--- src/rtl/axi_id_compactor.sv ---
// axi_id_compactor: maps wide upstream AXI IDs onto a small pool of table
// indices, strips a colour field out of the request address, and restores the
// original ID on the response path.
// Optional feature: define AXI_ID_COMPACTOR_SAME_ID_ORDER_EN to stall a request
// whose ID is already outstanding, which keeps same-ID responses in order.
module axi_id_compactor #(
  parameter int ID_IN_W  = 16,
  parameter int ID_OUT_W = 4,
  parameter int DEPTH    = 16,
  parameter int ADDR_W   = 40,
  parameter int BANK_BIT = 35,
  parameter int CUT_HI   = 15,
  parameter int CUT_LO   = 14
) (
  input  logic                       s00_axi_aclk,
  input  logic                       s00_axi_areset,
  input  logic [ID_IN_W-1:0]         s_id,
  input  logic [ADDR_W-1:0]          s_addr,
  input  logic                       s_valid,
  output logic                       s_ready,
  output logic [ID_OUT_W-1:0]        m_id,
  output logic [ADDR_W-1:0]          m_addr,
  output logic                       m_valid,
  input  logic                       m_ready,
  input  logic [ID_OUT_W-1:0]        m_rsp_id,
  input  logic                       m_rsp_last,
  input  logic                       m_rsp_valid,
  output logic                       m_rsp_ready,
  output logic [ID_IN_W-1:0]         s_rsp_id,
  output logic                       s_rsp_last,
  output logic                       s_rsp_valid,
  input  logic                       s_rsp_ready,
  output logic [$clog2(DEPTH+1)-1:0] occupancy,
  output logic                       err_unknown_id
);

  localparam int OCC_W = $clog2(DEPTH+1);

  logic [DEPTH-1:0]   valid_q;
  logic [ID_IN_W-1:0] id_q [DEPTH];
  logic [ID_OUT_W-1:0] alloc_idx;
  logic               full;
  logic               stall_same;
  logic               rsp_known;
  logic [ID_IN_W-1:0] rsp_id_sel;
  logic               do_alloc;
  logic               rsp_hs;
  logic               do_free;
  logic [BANK_BIT-1:0] low_in;
  logic [BANK_BIT-1:0] lo_mask;
  logic               unused_addr_hi;

  assign full = (occupancy == OCC_W'(DEPTH));

  // Lowest free entry; scanning downward lets the lowest index win.
  always_comb begin
    alloc_idx = '0;
    for (int i = DEPTH-1; i >= 0; i--) begin
      if (!valid_q[i]) alloc_idx = ID_OUT_W'(i);
    end
  end

`ifdef AXI_ID_COMPACTOR_SAME_ID_ORDER_EN
  // Hold a request while any outstanding entry carries the same upstream ID.
  always_comb begin
    stall_same = 1'b0;
    for (int i = 0; i < DEPTH; i++) begin
      if (valid_q[i] && (id_q[i] == s_id)) stall_same = 1'b1;
    end
  end
`else
  assign stall_same = 1'b0;
`endif

  // Reset also masks the handshake so nothing is accepted while it is held.
  assign s_ready  = m_ready & ~full & ~stall_same & ~s00_axi_areset;
  assign m_valid  = s_valid & ~full & ~stall_same & ~s00_axi_areset;
  assign m_id     = alloc_idx;
  assign do_alloc = s_valid & s_ready;

  // Address: keep the bank bit, drop the colour field and close the gap.
  assign low_in         = s_addr[BANK_BIT-1:0];
  assign lo_mask        = (BANK_BIT'(1) << CUT_LO) - BANK_BIT'(1);
  assign unused_addr_hi = ^s_addr;

  // Build m_addr with everything above the bank bit forced to zero.
  always_comb begin
    m_addr = '0;
    m_addr[BANK_BIT] = s_addr[BANK_BIT];
    m_addr[BANK_BIT-1:0] = (low_in & lo_mask) | ((low_in >> (CUT_HI+1)) << CUT_LO);
  end

  // Response lookup; out-of-range or free entries report ID 0.
  always_comb begin
    rsp_known  = 1'b0;
    rsp_id_sel = '0;
    for (int i = 0; i < DEPTH; i++) begin
      if ((m_rsp_id == ID_OUT_W'(i)) && valid_q[i]) begin
        rsp_known  = 1'b1;
        rsp_id_sel = id_q[i];
      end
    end
  end

  assign s_rsp_valid = m_rsp_valid;
  assign m_rsp_ready = s_rsp_ready;
  assign s_rsp_last  = m_rsp_last;
  assign s_rsp_id    = rsp_id_sel;
  assign rsp_hs      = m_rsp_valid & s_rsp_ready;
  assign do_free     = rsp_hs & m_rsp_last & rsp_known;

  // Table update: the freed entry was valid, so it can never be the one allocated.
  always_ff @(posedge s00_axi_aclk or posedge s00_axi_areset) begin
    if (s00_axi_areset) begin
      valid_q <= '0;
      for (int i = 0; i < DEPTH; i++) id_q[i] <= '0;
    end else begin
      for (int i = 0; i < DEPTH; i++) begin
        if (do_free && (m_rsp_id == ID_OUT_W'(i))) valid_q[i] <= 1'b0;
        if (do_alloc && (alloc_idx == ID_OUT_W'(i))) begin
          valid_q[i] <= 1'b1;
          id_q[i]    <= s_id;
        end
      end
    end
  end

  // Occupancy tracks alloc/free; both or neither leaves it unchanged.
  always_ff @(posedge s00_axi_aclk or posedge s00_axi_areset) begin
    if (s00_axi_areset) begin
      occupancy <= '0;
    end else if (do_alloc && !do_free) begin
      occupancy <= occupancy + OCC_W'(1);
    end else if (do_free && !do_alloc) begin
      occupancy <= occupancy - OCC_W'(1);
    end
  end

  // Sticky error on any response beat aimed at a free or nonexistent entry.
  always_ff @(posedge s00_axi_aclk or posedge s00_axi_areset) begin
    if (s00_axi_areset) begin
      err_unknown_id <= 1'b0;
    end else if (rsp_hs && !rsp_known) begin
      err_unknown_id <= 1'b1;
    end
  end

endmodule

--- config.mk ---
export PLATFORM = sky130hd
export DESIGN_NAME = axi_id_compactor
export DESIGN_NICKNAME = d
export VERILOG_FILES = /design/src/rtl/axi_id_compactor.sv
export SDC_FILE = /design/constraint.sdc
export NUM_CORES = 1
export LEC_CHECK = 0
export BUFFER_PORTS_ARGS = -buffer_cell sky130_fd_sc_hd__buf_2
export CAP_MARGIN = 20
export CORE_ASPECT_RATIO = 0.75
export CORE_MARGIN = 5
export CORE_UTILIZATION = 50
export DETAILED_ROUTE_END_ITERATION = 10
export PLACE_DENSITY = 0.66
export SLEW_MARGIN = 20
export SYNTH_ARGS = -nofsm -noshare
export SYNTH_HDL_FRONTEND = slang
export SYNTH_SLANG_ARGS = --single-unit
--- constraint.sdc ---
create_clock -name s00_axi_aclk -period 11.2 [get_ports s00_axi_aclk]
set_input_delay 1.12 -clock s00_axi_aclk [delete_from_list [all_inputs] [get_ports s00_axi_aclk]]
set_output_delay 1.12 -clock s00_axi_aclk [all_outputs]
set_load 0.05 [all_outputs]
---- Yosys cells after proc, flatten, opt, wreduce, memory -nomap -nowiden ----
Index checks and enable logic that the tools add are counted.
word-level totals
  register bits ........................... 278
  latch bits .............................. 0
  RAM bits ................................ 0
  bits in read-only memories .............. 0
  output and inout bits ................... 71
  memories kept ........................... 0
operators by class
  add/sub/neg operators ................... 2
  multipliers ............................. 0
  div/mod/pow operators ................... 0
  $lt $le $gt $ge ......................... 0
  equal/unequal tests ..................... 31
  shift operators ......................... 0
  mux-type cells .......................... 82
  bitwise logic cells ..................... 11
  reduce and logical (&&, ||, !) cells .... 73
operator list
  kind                 number
  $mux 16              16
  $eq 4x4->1 const B   16
  $mux 4               16
  $logic_and 1x1->1    51
  $mux 1               48
  $reduce_bool 2->1    17
  $or 14x33->33        1
  $eq 4x3->1 const B   8
  $eq 4x2->1 const B   4
  $mux 5               2
  $and 1x1->1          8
  $eq 4x1->1 const B   2
  $logic_not 4->1      2
  $add 5x1->5 const B  1
  $eq 5x5->1 const B   1
  $sub 5x1->5 const B  1
  $logic_not 1->1      3
  $not 1->1            2

---- Longest topological paths before layout ----
  word-level depth ........................ 22
  gate-level depth with buffers ........... 15
  depth with buffers taken out ............ 13

---- Worst setup path after synthesis ----
No wires, ideal clock.
  kind .................................... in2out
  from .................................... input m_rsp_id[1]
  to ...................................... output s_rsp_id[1]
  arrival time ............................ 3.353 ns
  data required time ...................... 10.080 ns
  slack ................................... 6.727 ns
  cell stages on the path ................. 9
  path through ............................ buf_2 > nor2_1 > clkbuf_1 > and3_1 > clkbuf_1 > clkbuf_1 > a22oi_1 > and4_1 > a21oi_1
between the ends
  longest elaborated chain between the ends .. 18
  elaborated cells on any way between the ends .. 48
  classes of those cells .................. 15 x eq/ne; 16 x mux; 17 x reduce/logical
RTL lines
  what                   line  RTL
  start, declared        25    input logic [ID_OUT_W-1:0] m_rsp_id,
  $logic_not 4->1        98    if ((m_rsp_id == ID_OUT_W'(i)) && valid_q[i]) begin
  $logic_and 1x1->1      98
  $mux 16 (15 in a row)  98
  $mux 16 (*)            98
  end, declared          29    output logic [ID_IN_W-1:0] s_rsp_id,
Every way passes the cells marked *; elsewhere a longest branch is shown, timed or not.

---- Worst setup path in the final report ----
  from .................................... input m_rsp_id[1]
  to ...................................... output s_rsp_id[13]
Same word-level chain as after synthesis.

==> flow_summary_export.csv <==
group,metric,value,unit
sta,skew,17.0,ps
synthesis,synth_area,0.0137,mm^2
cts,clock_sinks,278,
global_routing,grt_overflow,0,
sta,tns,0,ps
synthesis,synthArstFlopShare,100,%
cts,postCtsHoldBufs,0,
routing,drt-initial-drc-count,704,
cts,clockRootBuffer,"clkbuf_16",
floorplanning,core,0.0270,mm^2
synthesis,yosys_most_used_dff,"dfrtp_1",
routing,via_per_inst,6.27,
floorplanning,die_h,153,um
sta,max_slew.worst_pin.slew,1170,ps
cts,clock_latency,540,ps
cts,clk_pin_slew,60,ps
synthesis,ys_ff_latch,278,
sta,relSlewSlack,22.0,%
global_routing,grt_usage,23.7,%
final_layout,drive_gt1_share,39.3,%
sta,hold_violations,0,
cts,cts_tree,"yes",
setup_path,crit_required,10080,ps
global_routing,grt_pass1_wl,56600,um
setup_path,crit_path_end_kind,"output port",
synthesis,seq_area_frac_synth,50.8,%
routing,wl_per_cell,26.0,um
pwr,p_total,3060,uW
floorplanning,rows,52,
routing,detail-route-antenna-nets,0,
synthesis,syn_inst,1061,
setup_path,start_kind,"input port",
setup_path,cp_slowest_cell,"and3_1",
setup_path,crit_fanout,20,
cts,cts_resized,0,
global_routing,antenna_found_initial,1,
hold_path,worst_hold_path_type,"flop to flop",
final_layout,diodes,0,
pwr,max-vdd-ir-drop,0.121,mV
pwr,power.leakage,0.00689,uW
floorplanning,die_area,0.0308,mm^2
cts,tritoncts.num_buffers,28,
final_layout,final_core_util,55.3,%
setup_path,arrival,4160,ps
setup_path,worstPathCellList,"buf_2 > nor2_1 > and3_1 > a2111o_1 > o221ai_1 > a221o_1 > a21oi_1 > buf_2",
sta,slew_viol_final,0,
place,port_buffers,57,
place,dp.final_hpwl,22500,um
synthesis,synth_edf_count,0,
routing,via_count,8927,
cts,cts_setup_buffers,0,
sta,whs,463,ps
sta,final-setup-viol-count,0,
routing,firstDrtPassIters,5,
setup_path,reg2reg_slack,7390,ps
setup_path,path_common_cell,"buf_2",
routing,drt-total-wl,37000,um
routing,drcViolationCount,0,
global_routing,grt_pass1_vias,8961,
final_layout,syn2layout_area_growth,8.95,%
sta,clock.fmax,189,MHz
sta,rsz0062_at_grt,"false",
setup_path,critPathKind,"input port to output port",
place,gp_congestion,0.834,
pwr,power_density,205,mW/mm^2
cts,htree_levels,1,
floorplanning,initial_core_util,50.7,%
floorplanning,dieWidth,201,um
sta,period_share,47.1,%
global_routing,grt_max_degree,149,
cts,clock_path_buffers,3,
synthesis,yosysWarnings,0,
sta,fin_crit,5280,ps
status,outcome,"completed",
synthesis,syn_avg_cell_area,12.9,um^2
setup_path,slowest_delay,1030,ps
floorplanning,io_pins,138,
job,drv_cap,0,
final_layout,layout.nets,1124,
synthesis,synth_cell_types,76,
## per-stage QoR
stage	setup slack (ps)	instance area, um^2	std cells
after floorplan	2410	13700	1066
after global placement	5990	13900	1370
after CTS	5980	14900	1423
after global routing	5740	14900	1424
after detailed placement	6000	13900	1372
final	5920	14900	1424
## area by class of cell
cell class | count | area [um^2]
inverter | 14 | 72.6
multi-input combinational | 650 | 5950
clock buffer | 36 | 802
fill | 2242 | 12100
sequential | 278 | 6960
clock inverter | 15 | 213
tap | 351 | 439
timing repair buffer | 80 | 489
## worst max-delay path, delay by kind of cell
kind	cells	cell delay, ps
buffers and inverters	2	490
AOI/OAI and AO/OA	4	960
and+or+nand+nor	2	1590
## synthesized netlist by cell type (13+ instances only)
cell type,number,area share [%]
a21oi_1,15,0.55
mux2_2,219,18
buf_1,17,0.47
a22oi_1,29,1.6
buf_4,49,2.7
a221oi_1,15,0.96
nand3_1,14,0.51
a211oi_1,13,0.71
nand2_1,29,0.79
nand2b_1,16,0.73
buf_2,19,0.69
o22ai_1,13,0.59
o211ai_1,33,1.8
dfrtp_1,278,51
mux2_4,36,3.9
nor2_1,13,0.36
clkbuf_1,31,0.85
## power breakdown
| part | total (uW) | internal (uW) | switching, uW |
|---|---|---|---|
| Combinational | 688 | 275 | 413 |
| Sequential | 1350 | 1210 | 136 |
| Clock | 1020 | 620 | 404 |
| Total | 3060 | 2110 | 953 |
## state kept, by name, indices dropped and copies added, names as in the netlist
signal,cells
err_unknown_id,1
id_q,256
occupancy,5
valid_q,16
## kinds of logic after synthesis
kind of cell | count (synthesis) | share of synthesized area (%)
AO/OA/AOI/OAI | 209 | 11.8
XOR/XNOR | 5 | 0.320
adder cells (fa/ha/maj) | 5 | 0.511
buffers and inverters | 138 | 6.00
flip-flops | 278 | 50.8
multiplexers | 268 | 22.9
other | 1 | 0.0274
AND/OR/NAND/NOR | 157 | 7.63
## worst paths after layout
path,start,endpoint,depth (start not counted)
min,err_unknown_id,err_unknown_id,1
max in group asynchronous,s00_axi_areset,id_q[70],3
min reg2reg,err_unknown_id,err_unknown_id,1
min in group asynchronous,s00_axi_areset,occupancy[3],2
max,m_rsp_id[1],s_rsp_id[13],8
max reg2reg,valid_q[1],occupancy[4],13
## layout by cell type, fill, tap and decap left out, types with 13 or more instances in the layout
cell type  count
clkbuf_16     29
buf_4         19
nor2_1        13
dfrtp_1      278
o211ai_1      33
nand3_1       14
mux2_2       219
mux2_4        36
a22oi_1       29
a221oi_1      15
nand2b_1      16
o22ai_1       13
a211oi_1      13
nand2_1       29
buf_2         57
a21oi_1       15
## routing by layer
metal / wire length [um] / GRT usage, %
met3: 3770 / 8.71
met1: 16500 / 34.0
met5: 0 / 0
met2: 16100 / 34.9
met4: 592 / 4.81
No activity file was read; power rests on OpenSTA's default activity.
